[src/rtl/mem_bus_arbiter_pkg.sv]
// Shared definitions for the IFU/LSU memory-port arbiter: FSM state
// encoding and the master identifiers used for ownership and round-robin.
package mem_bus_arbiter_pkg;

  typedef enum logic [1:0] {
    ST_IDLE = 2'd0,
    ST_SEND = 2'd1,
    ST_WAIT = 2'd2
  } arb_state_t;

  localparam logic M_IFU = 1'b0;
  localparam logic M_LSU = 1'b1;

endpackage

[src/rtl/mem_bus_arbiter_arb2.sv]
// Combinational two-way round-robin grant. A lone requester always wins;
// on a tie the master that was not granted last time wins.
module arb2_rr
  import mem_bus_arbiter_pkg::*;
(
  input  logic ifu_valid,
  input  logic lsu_valid,
  input  logic last_grant,
  output logic grant_id,
  output logic grant_valid
);

  // Pick the winner from the two request valids and the previous grant.
  always_comb begin
    grant_valid = ifu_valid | lsu_valid;
    if (ifu_valid && lsu_valid) begin
      grant_id = ~last_grant;
    end else if (lsu_valid) begin
      grant_id = M_LSU;
    end else begin
      grant_id = M_IFU;
    end
  end

endmodule

[src/rtl/mem_bus_arbiter.sv]
// Two-master (IFU read-only, LSU load/store) to one memory port arbiter.
// One transaction in flight: IDLE arbitrates and latches the request,
// SEND presents it to memory, WAIT passes the response back to the owner.
module mem_bus_arbiter
  import mem_bus_arbiter_pkg::*;
#(
  parameter int ADDR_W = 32,
  parameter int DATA_W = 32
) (
  input  logic                clk,
  input  logic                rst,
  input  logic                ifu_req_valid,
  output logic                ifu_req_ready,
  input  logic [ADDR_W-1:0]   ifu_req_addr,
  output logic                ifu_resp_valid,
  input  logic                ifu_resp_ready,
  output logic [DATA_W-1:0]   ifu_resp_rdata,
  input  logic                lsu_req_valid,
  output logic                lsu_req_ready,
  input  logic [ADDR_W-1:0]   lsu_req_addr,
  input  logic [DATA_W-1:0]   lsu_req_wdata,
  input  logic [DATA_W/8-1:0] lsu_req_wmask,
  output logic                lsu_resp_valid,
  input  logic                lsu_resp_ready,
  output logic [DATA_W-1:0]   lsu_resp_rdata,
  output logic                mem_req_valid,
  input  logic                mem_req_ready,
  output logic [ADDR_W-1:0]   mem_req_addr,
  output logic [DATA_W-1:0]   mem_req_wdata,
  output logic [DATA_W/8-1:0] mem_req_wmask,
  input  logic                mem_resp_valid,
  output logic                mem_resp_ready,
  input  logic [DATA_W-1:0]   mem_resp_rdata
);

  localparam int MASK_W = DATA_W / 8;

  arb_state_t        state_r;
  arb_state_t        state_nxt_s;
  logic              owner_r;
  logic              last_grant_r;
  logic [ADDR_W-1:0] addr_r;
  logic [DATA_W-1:0] wdata_r;
  logic [MASK_W-1:0] wmask_r;
  logic              grant_id_s;
  logic              grant_valid_s;
  logic              accept_s;
  logic              owner_resp_ready_s;

  arb2_rr u_arb (
    .ifu_valid   (ifu_req_valid),
    .lsu_valid   (lsu_req_valid),
    .last_grant  (last_grant_r),
    .grant_id    (grant_id_s),
    .grant_valid (grant_valid_s)
  );

  assign accept_s           = (state_r == ST_IDLE) && grant_valid_s;
  assign owner_resp_ready_s = (owner_r == M_LSU) ? lsu_resp_ready : ifu_resp_ready;

  assign mem_req_addr  = addr_r;
  assign mem_req_wdata = wdata_r;
  assign mem_req_wmask = wmask_r;

  // FSM state register; reset drops any in-flight transaction.
  always_ff @(posedge clk) begin
    if (rst) begin
      state_r <= ST_IDLE;
    end else begin
      state_r <= state_nxt_s;
    end
  end

  // Next-state logic: accept -> send until memory takes it -> wait for response.
  always_comb begin
    state_nxt_s = state_r;
    case (state_r)
      ST_IDLE: begin
        if (grant_valid_s) state_nxt_s = ST_SEND;
        else               state_nxt_s = ST_IDLE;
      end
      ST_SEND: begin
        if (mem_req_ready) state_nxt_s = ST_WAIT;
        else               state_nxt_s = ST_SEND;
      end
      ST_WAIT: begin
        if (mem_resp_valid && owner_resp_ready_s) state_nxt_s = ST_IDLE;
        else                                      state_nxt_s = ST_WAIT;
      end
      default: state_nxt_s = ST_IDLE;
    endcase
  end

  // Latch the winning request and remember who owns the port and who won last.
  always_ff @(posedge clk) begin
    if (rst) begin
      owner_r      <= M_IFU;
      last_grant_r <= M_IFU;
      addr_r       <= {ADDR_W{1'b0}};
      wdata_r      <= {DATA_W{1'b0}};
      wmask_r      <= {MASK_W{1'b0}};
    end else if (accept_s) begin
      owner_r      <= grant_id_s;
      last_grant_r <= grant_id_s;
      if (grant_id_s == M_LSU) begin
        addr_r  <= lsu_req_addr;
        wdata_r <= lsu_req_wdata;
        wmask_r <= lsu_req_wmask;
      end else begin
        // Fetches are always reads: no store data, empty byte mask.
        addr_r  <= ifu_req_addr;
        wdata_r <= {DATA_W{1'b0}};
        wmask_r <= {MASK_W{1'b0}};
      end
    end
  end

  // Handshake outputs per state; response path is a pass-through to the owner.
  always_comb begin
    ifu_req_ready  = 1'b0;
    lsu_req_ready  = 1'b0;
    mem_req_valid  = 1'b0;
    mem_resp_ready = 1'b0;
    ifu_resp_valid = 1'b0;
    lsu_resp_valid = 1'b0;
    ifu_resp_rdata = {DATA_W{1'b0}};
    lsu_resp_rdata = {DATA_W{1'b0}};
    if (rst) begin
      // Keep every handshake quiet while reset is applied.
      mem_req_valid = 1'b0;
    end else begin
      case (state_r)
        ST_IDLE: begin
          ifu_req_ready = grant_valid_s && (grant_id_s == M_IFU);
          lsu_req_ready = grant_valid_s && (grant_id_s == M_LSU);
        end
        ST_SEND: begin
          mem_req_valid = 1'b1;
        end
        ST_WAIT: begin
          if (owner_r == M_LSU) begin
            mem_resp_ready = lsu_resp_ready;
            lsu_resp_valid = mem_resp_valid;
            lsu_resp_rdata = mem_resp_rdata;
          end else begin
            mem_resp_ready = ifu_resp_ready;
            ifu_resp_valid = mem_resp_valid;
            ifu_resp_rdata = mem_resp_rdata;
          end
        end
        default: begin
          mem_req_valid = 1'b0;
        end
      endcase
    end
  end

endmodule

[config.mk]
export PLATFORM = sky130hd
export DESIGN_NAME = mem_bus_arbiter
export DESIGN_NICKNAME = d
export VERILOG_FILES = /design/src/rtl/mem_bus_arbiter_pkg.sv /design/src/rtl/mem_bus_arbiter_arb2.sv /design/src/rtl/mem_bus_arbiter.sv
export SDC_FILE = /design/constraint.sdc
export NUM_CORES = 1
export LEC_CHECK = 0
export CORE_MARGIN = 5
export CORE_UTILIZATION = 30
export CTS_CLUSTER_SIZE = 25
export DETAILED_ROUTE_END_ITERATION = 8
export PLACE_DENSITY = 0.79
export SYNTH_ARGS = -nofsm -noshare
export SYNTH_HDL_FRONTEND = slang
export SYNTH_SLANG_ARGS = --single-unit
[constraint.sdc]
create_clock -name clk -period 3.8 [get_ports clk]
set_input_delay 0.76 -clock clk [delete_from_list [all_inputs] [get_ports clk]]
set_output_delay 0.76 -clock clk [all_outputs]
set_load 0.005 [all_outputs]
==> results of run 1 <==
[per-layer routing]
| layer | share of wire (%) | up-vias |
|---|---|---|
| met5 | 0.10 | - |
| li1 | - | 1745 |
| met4 | 2.4 | 2 |
| met3 | 8.6 | 26 |
| met2 | 51 | 181 |
| met1 | 38 | 1636 |
[synth_stat cells (all sizes together), types with 7 or more instances]
cell type	instances	share of area, %
o21ai	11	1.8
a22o	36	10
nand4	10	2.0
a31oi	10	2.0
inv	24	2.9
and2	64	13
dfxtp	71	45
nand3	10	1.6
clkbuf	18	2.4
nor3	24	3.8
a221o	22	7.0
buf	13	3.3
nor2	7	1.2
[metrics by stage]
stage | power (mW) | cell area (um2)
after CTS | 1.86 | 6180
after global placement | 1.33 | 6020
after detailed placement | 1.34 | 6020
after global routing | 1.95 | 6180
after floorplan | 1.02 | 3140
final | 1.84 | 6180
[path summary, 6_finish.rpt]
kind                                       start                end  slack [ns]  cells after the start
worst min-delay path            mem_req_wdata[1]   mem_req_wdata[1]        0.47                      1
worst min register to register  mem_req_wdata[1]   mem_req_wdata[1]        0.47                      1
worst max register to register        state_r[0]   mem_req_wmask[3]        1.96                      5
worst max-delay path                         rst  lsu_resp_rdata[5]        0.31                      6
[cells by family after synthesis]
group,share of synthesized area (%)
buf+inv,8.54
simple gates,23.5
mux,0.319
compound gates,22.3
flops,45.3
[state kept, by name (all words and copies together) (netlist names)]
register,count
mem_req_addr,32
mem_req_wdata,32
mem_req_wmask,4
state_r,2
last_grant_r,1
[placed cells by master, fill, tap and decap left out, types with 2 or more instances in the layout]
cell type / count
clkinv_2: 2
and2_1: 64
nand4_1: 10
buf_4: 9
dfxtp_1: 71
a31oi_1: 10
nor3_1: 24
a221o_1: 22
inv_1: 24
nand3_1: 10
buf_12: 2
clkbuf_8: 9
clkdlybuf4s50_1: 277
a22o_1: 36
o21ai_0: 11
nor2_1: 4
nor2_2: 2
[layout make-up]
type / count / area (um2)
Fill cell: 891 / 4100
Timing Repair Buffer: 288 / 2880
Multi-Input combinational cell: 210 / 1460
Sequential cell: 71 / 1420
Tap cell: 136 / 170
Clock buffer: 10 / 128
Inverter: 24 / 90.1
Clock inverter: 5 / 35.0
Antenna cell: 1 / 2.50
[power by group through the flow]
stage | Clock, mW | Sequential (mW) | Combinational (mW)
3_5_place_dp | 0 | 0.861 | 0.481
2_1_floorplan | 0 | 0.861 | 0.155
4_1_cts | 0.535 | 0.845 | 0.484
6_report | 0.516 | 0.845 | 0.480
3_3_place_gp | 0 | 0.859 | 0.474
5_1_grt | 0.577 | 0.854 | 0.515
==> impl_results.md, run 1 <==
* Post-synth EDFFs at 0
* Setup bufs post-CTS at 0
* Cell count after placement at 729
* Yosys warns at 0
* Initial core utilization at 30.5%
* Most common flop cell mapped by yosys: dfxtp_1
* Most used cell, CP: clkdlybuf4s50_1
* Async SR Flop Fraction at 0%
* Period utilization at 91.8%
* Global route hottest layer: met2
* Crit. End Element: output pin
* Logic gate share of total power at roughly a quarter
* Fin. max-slew vios at 0
* # rows at 37
* PwrDens at 298 nW/um2
* P_sw at ~0.49 mW
* Synth Instances at 336
* Met3 Usage GRT at under 10%
* Critical Path, Cell by Cell: clkdlybuf4s50_1, or3b_1, nor2_2, buf_12, and2_1, clkdlybuf4s50_1
* DRC Markers at 0
* CTS tree: built
* WL/cell at 17.5 um
* Largest net degree at the start of global routing at 38
* Final Skew at ~0.012 ns
* Sequential share of the synthesized area at roughly 45%
* Htree depth at 3
* Area grow syn2layout at 97.1%
* DRT iter0 DRCs at a little under 300
* Hold_ws at 0.474 ns
* Share of layout cells above drive strength 1 at 5.10%
* M1 GR Usage at 22.3%
* Final min period at roughly 3.5 ns
* RSZ-0062 raised after global routing: no
* Final worst slack at about 0.31 ns
* Core area at 10300 um2
* Port Buffers at 277
* Full die area at 12600 um2
* Clock Tree Root: clkbuf_8
* GRT Util Overall at roughly 20%
* CTS resizes at 0
* Total wire length at approximately 13 mm
* Post-DRT Antenna Nets at 0
* Bufs on Longest Clock Path at 2
* First-pass GRT wire length at 20.2 mm
* Endpoints failing hold at 0
* CTS buffer count at 9
* Setup TNS Final at 0 ns
* First drt pass iteration count at 4
* Max Fclk at 287 MHz
* Final Core Density at 60.2%
* Critical path buffers and inverters at 3
* Leakage power at between 2 and 2.5 nW
* Worst-Margin Slew at 0.908 ns
* Syn Nets at between 400 and 500
* M2 GR Usage at 34.4%
* Pre-CTS setup slack at 0.289 ns
* Nets@finish at 744
* CP required at a little over 3 ns
* Count of final setup violators at 0
* Non-Filler Instances at 745
* Crit path DAT at 2.73 ns
* DP Wirelength at 10.3 mm
* Slowest Stage Delay on Critical Path at 0.53 ns
* Slew margin rel. at 39.4%
* Internal power at 1.35 mW
* Clock latency on the worst-skew pair at 0.33 ns
* Mean post-synth cell area at slightly above 9 um2
* Max_cap viols at 0
* Vias per cell at 4.82
* Hold crit path type: flip-flop to flip-flop
* Number of synthesized register bits at 71
* Worst-path maximum fanout at 27
* Vias at 3590
* Worst setup SP type: input port
* Sw frac at 26.5%
* Gr ovfl total at 0
* Status: completed
* Die Wd at between 100 and 150 um
* CP top delay family: buffers and inverters
* Initial antenna violation count at 2
* Clock sinks at 71
* Maximum VDD drop at 229 uV
* Die H at around 110 um
* Clock share of power at 28.0%
* Unique masters post-synth at 33
* Hold buffers post-CTS at 0
* CP max stage cell: clkdlybuf4s50_1
* Reg power frac at a little under half
* CTS clock-pin slew for the worst setup and hold paths at approximately 0.070 ns
* Kind of critical path: input port to output pin
* Synth Cell Area at 3140 um2
* Vias in the first global route at around 3700
* Final Wtd Congestion at 0.868
* I/O pins at about 280
(Power assumes the default switching activity.)
==> inputs of run 2 (changes only) <==
clock period = 3.63 ns   (was 3.8 ns; I/O delays follow)
==> run 2 against run 1 <==
Compared with the run above:
- clock power rose by 22%
- wire length is 1.5% lower
- worst setup slack got worse by 0.094 ns
- sequential power rose by 4.7%
- sequential share of layout area decreased by 0.083 points
- final cell count is 0.27% higher
- global-route usage fell by 0.12 points
- combinational power is 4% higher
- clock skew fell by 0.0021 ns
==> impl_results.md, run 2 (synthesized netlist as in run 1, its figures left out) <==
* RSZ-0062 raised after global routing: no
* Max Fclk at 293 MHz
* DP Wirelength at 10.2 mm
* CTS clock-pin slew for the worst setup and hold paths at 0.07 ns
* First drt pass iteration count at 4
* Vias in the first global route at 3677
* Die H at 112 um
* Ant. Diodes at 0
* Reg2reg start: state_r[0]
* Maximum VDD drop at 279 uV
* Full die area at 12600 um2
* Most used cell, CP: clkdlybuf4s50_1
* Vias at ~3600
* WL/cell at 17.2 um
* Hold EP: mem_req_wdata[18]
* Setup bufs post-CTS at 0
* Initial core utilization at 30.5%
* Kind of critical path: input port to output pin
* PwrDens at 324 nW/um2
* Count of final setup violators at 0
* Sequential Area at around 1400 um2
* Hold Crit Start: mem_req_wdata[18]
* CTS buffer count at 9
* Slowest Stage Delay on Critical Path at 0.53 ns
* CTS resizes at 0
* FILL cells at 892
* Vias per cell at 4.83
* Design Area, Final at about 6200 um2
* Reg power frac at around 44%
* Hold buffers post-CTS at 0
* Cell area after placement at 6010 um2
* Critical R2R Capture: mem_req_addr[14]
* Period utilization at 94.0%
* Post-DRT Antenna Nets at 0
* Slew margin rel. at 46.8%
* First-pass GRT wire length at 19.9 mm
* Leakage power at around 2.4 nW
* GRT Util Overall at 19.7%
* Total wire length at ~13 mm
* CTS tree: built
* Logic gate share of total power at 24.7%
* Share of layout cells above drive strength 1 at 5.56%
* Commonest non-fill, non-tap cell in the layout: clkdlybuf4s50_1
* Clock Tree Root: clkbuf_8
* Non-Filler Instances at about 750
* Internal power at 1.49 mW
* Worst-Margin Slew at 0.796 ns
* DRC Markers at 0
* Nets@finish at 746
* Endpoints failing hold at 0
* Critical Path, Cell by Cell: clkdlybuf4s50_1, or3b_1, nor2_2, buf_4, and2_1, clkdlybuf4s50_1
* Sw frac at 25.9%
* Port Buffers at 277
* Hold crit path type: flip-flop to flip-flop
* Final min period at 3.41 ns
* DRT iter0 DRCs at 248
* CP required at approximately 2.9 ns
* R2R depth at 5
* Multi-input gate area at roughly 1500 um2
* Worst setup SP type: input port
* Fin. max-slew vios at 0
* Clock share of power at between 30% and 40%
* Hold Path Depth at 1
* CP top delay family: buffers and inverters
* Crit. End Element: output pin
* Largest net degree at the start of global routing at 60
* Worst-path maximum fanout at 27
* Final Skew at 0.0103 ns
* Flop-to-flop setup slack at 1.89 ns
* Crit path DAT at 2.69 ns
* Clock latency on the worst-skew pair at between 0.3 and 0.4 ns
* Core area at 10300 um2
* Die Wd at 112 um
* Commonest non-fill, non-tap cells in the layout: clkdlybuf4s50_1, dfxtp_1, and2_1
* Max_cap viols at 0
* Cell count after placement at 731
* Setup TNS Final at 0 ns
* Htree depth at 3
* P_sw at ~0.52 mW
* CP max stage cell: clkdlybuf4s50_1
* # rows at 37
* Area grow syn2layout at 97.8%
* Gr ovfl total at 0
* Bufs on Longest Clock Path at 2
* I/O pins at 278
* Initial antenna violation count at 0
* Final Wtd Congestion at 0.859
* Clock sinks at 71
* Status: completed
* Critical path buffers and inverters at 3
-- run 2: cell count changes in the layout (fill, tap and decap cells not counted) --
cell / before / now
clkinvlp_4: 1 / 2
buf_4: 9 / 13
buf_12: 2 / 0
inv_6: 1 / 0
diode_2: 1 / 0
clkinv_2: 2 / 1
inv_8: 0 / 1
bufinv_16: 0 / 1
-- run 2: worst max-delay path by stage --
| stage | startpoint | end | slack [ns] | cells past startpoint |
|---|---|---|---|---|
| 2_1_floorplan | rst | ifu_resp_rdata[10] | 1.29 | 4 |
| 4_1_cts | rst | lsu_resp_rdata[5] | 0.20 | 6 |
| 6_report | rst | lsu_resp_rdata[5] | 0.22 | 6 |
| 3_3_place_gp | rst | lsu_resp_rdata[5] | 0.25 | 6 |
| 5_1_grt | rst | lsu_resp_rdata[5] | 0.11 | 6 |
| 3_5_place_dp | rst | lsu_resp_rdata[5] | 0.20 | 6 |
-- run 2: metrics by stage --
stage	util, %	setup WS, ns	total power, mW	hold WS [ns]
CTS	60.4	0.199	2.04	0.481
finish	60.4	0.217	2.01	0.475
global placement	58.4	0.253	1.39	0.456
global route	60.4	0.113	2.12	0.495
detailed placement	58.4	0.199	1.40	0.457
floorplan	-	1.29	1.06	0.466
-- run 2: worst register-to-register path, cell delays in order (launching register included) --
cell and delay, ns:
dfxtp_1 0.46, nor2_1 0.08, buf_4 0.21, a21oi_4 0.13, buf_4 0.50, a221o_1 0.31
-- run 2: cell type report --
cell class,count,share of cell area [%]
timing repair buffer,290,46.3
multi-input combinational,210,23.5
sequential,71,22.9
tap,136,2.74
clock buffer,10,2.06
inverter,24,1.45
clock inverter,6,1.13
-- run 2: power by group through the flow --
| stage | Clock, mW | Sequential, mW | Combinational [mW] |
|---|---|---|---|
| 3_3_place_gp | 0 | 0.899 | 0.493 |
| 2_1_floorplan | 0 | 0.901 | 0.162 |
| 6_report | 0.628 | 0.885 | 0.497 |
| 5_1_grt | 0.694 | 0.894 | 0.537 |
| 4_1_cts | 0.655 | 0.885 | 0.504 |
| 3_5_place_dp | 0 | 0.901 | 0.500 |
-- run 2: metal layers --
metal  track usage, %  routed length, um  up-vias
met2             34.5               6410      200
met5                0                  0        -
li1                 -                  -     1745
met1             22.1               4930     1639
met3             6.85               1180       24
met4             6.97                332        0
==> RTL change 1: new RTL, config.mk and constraints of run 2 <==
Re-encode `arb_state_t` (3 states) as one-hot, 3 bits wide.
--- a/src/rtl/mem_bus_arbiter_pkg.sv
+++ b/src/rtl/mem_bus_arbiter_pkg.sv
@@ -4,6 +4,6 @@
 
-  typedef enum logic [1:0] {
-    ST_IDLE = 2'd0,
-    ST_SEND = 2'd1,
-    ST_WAIT = 2'd2
+  typedef enum logic [2:0] {
+    ST_IDLE = 3'b001,
+    ST_SEND = 3'b010,
+    ST_WAIT = 3'b100
   } arb_state_t;
Behaviour: same outputs for any inputs over 10 cycles, from zero or initial values and one cycle with rst high; not proved beyond that.
==> RTL change 1 against run 2 <==
Register-to-register slack got worse by 0.99 ns. Final area rose by 12%. Sequential cell count rose by 1. Critical path depth fell by 1. Synthesized cell count rose by 34%. Via count rose by 18%. Routed wire length rose by 17%. Worst setup slack improved by 0.080 ns. Power rose by 25%. First-iteration DRC count fell by 3.6%. Clock skew fell by 0.0054 ns. Fmax rose by 2.4%. Sequential share of layout area fell by 2.1 points. Synthesized area rose by 22%. Critical path type unchanged. Largest cell class unchanged.
==> RTL change 1: results (changes against run 2) <==
| Metric | Value |
|---|---|
| Met1 usage | `0.192 (-0.0287)` |
| Layout cells sized above 1 | `0.0948 (+0.0391)` |
| FF-to-FF Start | `state_r[0]$_SDFF_PP1_` |
| Status | `finished, final reports clean` |
| RD Place Congestion | `0.767 (-11%)` |
| Largest net degree at the start of global routing | `77 (+28%)` |
| Vias in the first global route | `4,308 (+17%)` |
| Commonest cells post-synth | `dfxtp_1, nand2b_1, inv_1` |
| R2r worst-path depth | `4 (-1)` |
| Hold endpoint | `mem_req_addr[20]$_SDFFE_PP0P_` |
| Worst Hold Launch | `mem_req_addr[20]$_SDFFE_PP0P_` |
| Crit path capture | `lsu_resp_rdata[0]` |
| First-pass detailed-route iteration total | `8 (+4)` |
| First-pass GRT wire length | `21,800 um (+9.2%)` |
| GRT met2 Usage | `0.329 (-0.0163)` |
| Cell family with most CP delay | `simple AND/OR/NAND/NOR gates` |
| Root Driver | `clkbuf_16` |
| Hpwl dp | `11,400 um (+12%)` |
| Crit Path Max Fanout | `32 (+19%)` |
| Maximum VDD drop | `204 uV (-27%)` |
| GR Util met3 | `0.0618 (-0.00671)` |
| Clock skew | `0.00493 ns (-0.00538 ns)` |
| Total Nets Final | `842 (+13%)` |
| Worst Hold Path Cells | `2 (+1)` |
| Dpl cell area | `6640 um^2 (+10%)` |
| R2R Setup Slk | `0.90 ns (-0.99 ns)` |
| Metal2 WL | `7590 um (+18%)` |
| RR Endpoint | `mem_req_wdata[13]$_SDFFE_PP0P_` |
| Multi-input logic area | `1910 um^2 (+32%)` |
| Non-clk invs | `67 (+180%)` |
| Vias/cell | `4.84 (+0.10%)` |
| Mux cell area share after synthesis | `0.00261 (-0.000585)` |
| Fraction of area in multi-input gates | `0.276 (+0.0412)` |
| CLK BUF | `11 (+1)` |
| Crit-path max cell delay | `0.70 ns (+0.17 ns)` |
| Internal | `0.00185 W (+24%)` |
| Syn Nets | `590 (+24%)` |
RTL change 1: metrics by stage:
step | power, W | setup WS [ns] | hold slack, ns | cells
3_5_place_dp | 0.00161 | 0.281 | 0.492 | 863
3_3_place_gp | 0.00160 | 0.321 | 0.472 | 863
5_1_grt | 0.00262 | 0.203 | 0.516 | 879
2_1_floorplan | 0.00121 | 1.19 | 0.477 | 450
4_1_cts | 0.00253 | 0.281 | 0.503 | 879
6_report | 0.00250 | 0.297 | 0.499 | 879
RTL change 1: power by group through the flow:
stage | logic [W] | clock network (W) | registers, W
floorplan | 0.000248 | 0 | 0.000959
global placement | 0.000639 | 0 | 0.000956
detailed placement | 0.000654 | 0 | 0.000961
CTS | 0.000657 | 0.000929 | 0.000944
global route | 0.000698 | 0.000966 | 0.000955
finish | 0.000651 | 0.000910 | 0.000943
RTL change 1: worst register-to-register path, stage by stage, from the launching register on:
cell and delay [ns]:
dfxtp_1 0.42, nor3b_4 0.40, buf_4 0.44, and2_1 1.11
a31o_2 0.31
==> RTL change 2: new RTL, settings of run 2 <==
Made on the original files. The parameter `ADDR_W` goes from 32 to 40.
--- a/src/rtl/mem_bus_arbiter.sv
+++ b/src/rtl/mem_bus_arbiter.sv
@@ -6,3 +6,3 @@
 #(
-  parameter int ADDR_W = 32,
+  parameter int ADDR_W = 40,
   parameter int DATA_W = 32
Interface: changed (resized ifu_req_addr, lsu_req_addr and mem_req_addr); port bits go from 278 to 302. The function was not compared with the original's and may differ.
==> RTL change 2 against run 2 <==
Clock power up 66%. Worst setup slack improved by 0.072 ns. Register-to-register slack got worse by 0.15 ns. Power grew 29%. Synthesized area is 14% higher. Sequential share of layout area is 0.21 points lower. Routed wire length up 15%. Clock skew down 0.0048 ns. Sequential cell count grew 8. Final area rose by 12%. Count of clock-buffer cells in the layout decreased by 1. Critical endpoint is now lsu_resp_rdata[9].
==> RTL change 2: results (changes against run 2) <==
| Metric | Value |
|---|---|
| Mux cell area share after synthesis | `0.00279 (-0.000401)` |
| R2r worst-path depth | `4 (-1)` |
| Total Nets Final | `818 (+9.7%)` |
| Leakage power | `2.70 nW (+12%)` |
| Worst Hold Launch | `mem_req_wdata[31]$_SDFFE_PP0P_` |
| Met1 usage | `0.202 (-0.0191)` |
| Hold endpoint | `mem_req_wdata[31]$_SDFFE_PP0P_` |
| Register area share after synthesis | `0.441 (-0.0123)` |
| Dpl cell area | `6620 um^2 (+10%)` |
| WHS | `0.476 ns (+0.000398 ns)` |
| Metal2 WL | `7570 um (+18%)` |
| Status | `finished, final reports clean` |
| Commonest cells post-synth | `dfxtp_1, and2_1, a22o_1` |
| Beginning of the critical path | `rst` |
| Maximum VDD drop | `223 uV (-20%)` |
| First-pass detailed-route iteration total | `5 (+1)` |
| Compound-Gate Fraction of Synth Area | `0.217 (-0.00607)` |
| # fillers | `1,009 (+13%)` |
| Post-Route WL | `14,800 um (+15%)` |
| Layout cells sized above 1 | `0.0570 (+0.00133)` |
| M1 wire length | `5460 um (+11%)` |
| Largest net degree at the start of global routing | `39 (-35%)` |
| Vias in the first global route | `4,186 (+14%)` |
| Number of synthesized flops with an enable pin | `0 (unchanged)` |
| Port bufs | `301 (+8.7%)` |
| Core area | `11,900 um^2 (+15%)` |
| Clock skew | `0.00551 ns (-0.00481 ns)` |
| Root Driver | `clkbuf_16` |
| Worst slack, placed | `0.307 ns (+0.108 ns)` |
| RR Endpoint | `mem_req_addr[2]$_SDFFE_PP0P_` |
| Hpwl dp | `11,700 um (+14%)` |
| GRT Resource Usage Total | `0.195 (-0.00141)` |
| Post-Synth Adder-Cell Area | `0 (unchanged)` |
| Drt initial violations | `149 (-40%)` |
| Critical Path AT | `2.61 ns (-0.08 ns)` |
| R2R Setup Slk | `1.74 ns (-0.15 ns)` |
| Slew @ Worst Pin | `0.764 ns (-0.0319 ns)` |
| Routed met3 length | `1330 um (+13%)` |
| Vias | `3,993 (+11%)` |
| GR Util met3 | `0.0703 (+0.00181)` |
-- RTL change 2: changes by cell type after synthesis, sizes merged --
cell,run 2,this run
buf,13,29
clkbuf,18,9
dfxtp,71,79
a221o,22,28
inv,24,30
nor3,24,30
a31oi,10,12
nand3,10,12
nand4,10,12
o21ai,11,13
-- RTL change 2: worst max-delay path by stage --
stage	slack (ns)	to
6_report	0.29	lsu_resp_rdata[9]
5_1_grt	0.23	ifu_resp_rdata[8]
4_1_cts	0.30	lsu_resp_rdata[13]
3_5_place_dp	0.31	lsu_resp_rdata[13]
3_3_place_gp	0.33	ifu_resp_rdata[10]
2_1_floorplan	1.21	ifu_resp_rdata[10]
-- RTL change 2: stage by stage --
step / util / std cells
6_report: 0.587 / 814
3_5_place_dp: 0.558 / 798
2_1_floorplan: - / 377
3_3_place_gp: 0.558 / 798
4_1_cts: 0.587 / 814
5_1_grt: 0.587 / 814
-- RTL change 2: cell type report --
type	instances	area, um^2	share of cell area
Timing Repair Buffer	312	3120	0.448
Sequential cell	79	1580	0.227
Inverter	30	113	0.0162
Tap cell	147	184	0.0264
Clock buffer	9	225	0.0323
Clock inverter	7	121	0.0174
Multi-Input combinational cell	230	1620	0.233
-- RTL change 2: power by group through the flow --
stage               combinational, W  sequential, W  clock, W
floorplan                   0.000202        0.00100         0
global placement            0.000560        0.00100         0
detailed placement          0.000575        0.00101         0
CTS                         0.000578       0.000990   0.00106
global route                0.000612       0.000999   0.00110
finish                      0.000573       0.000990   0.00104
-- RTL change 2: worst reg2reg max path: stages (launching register included) --
cell,delay [ns]
dfxtp_1,0.40
nor2_4,0.53
and4b_4,0.36
buf_4,0.32
a221o_1,0.23
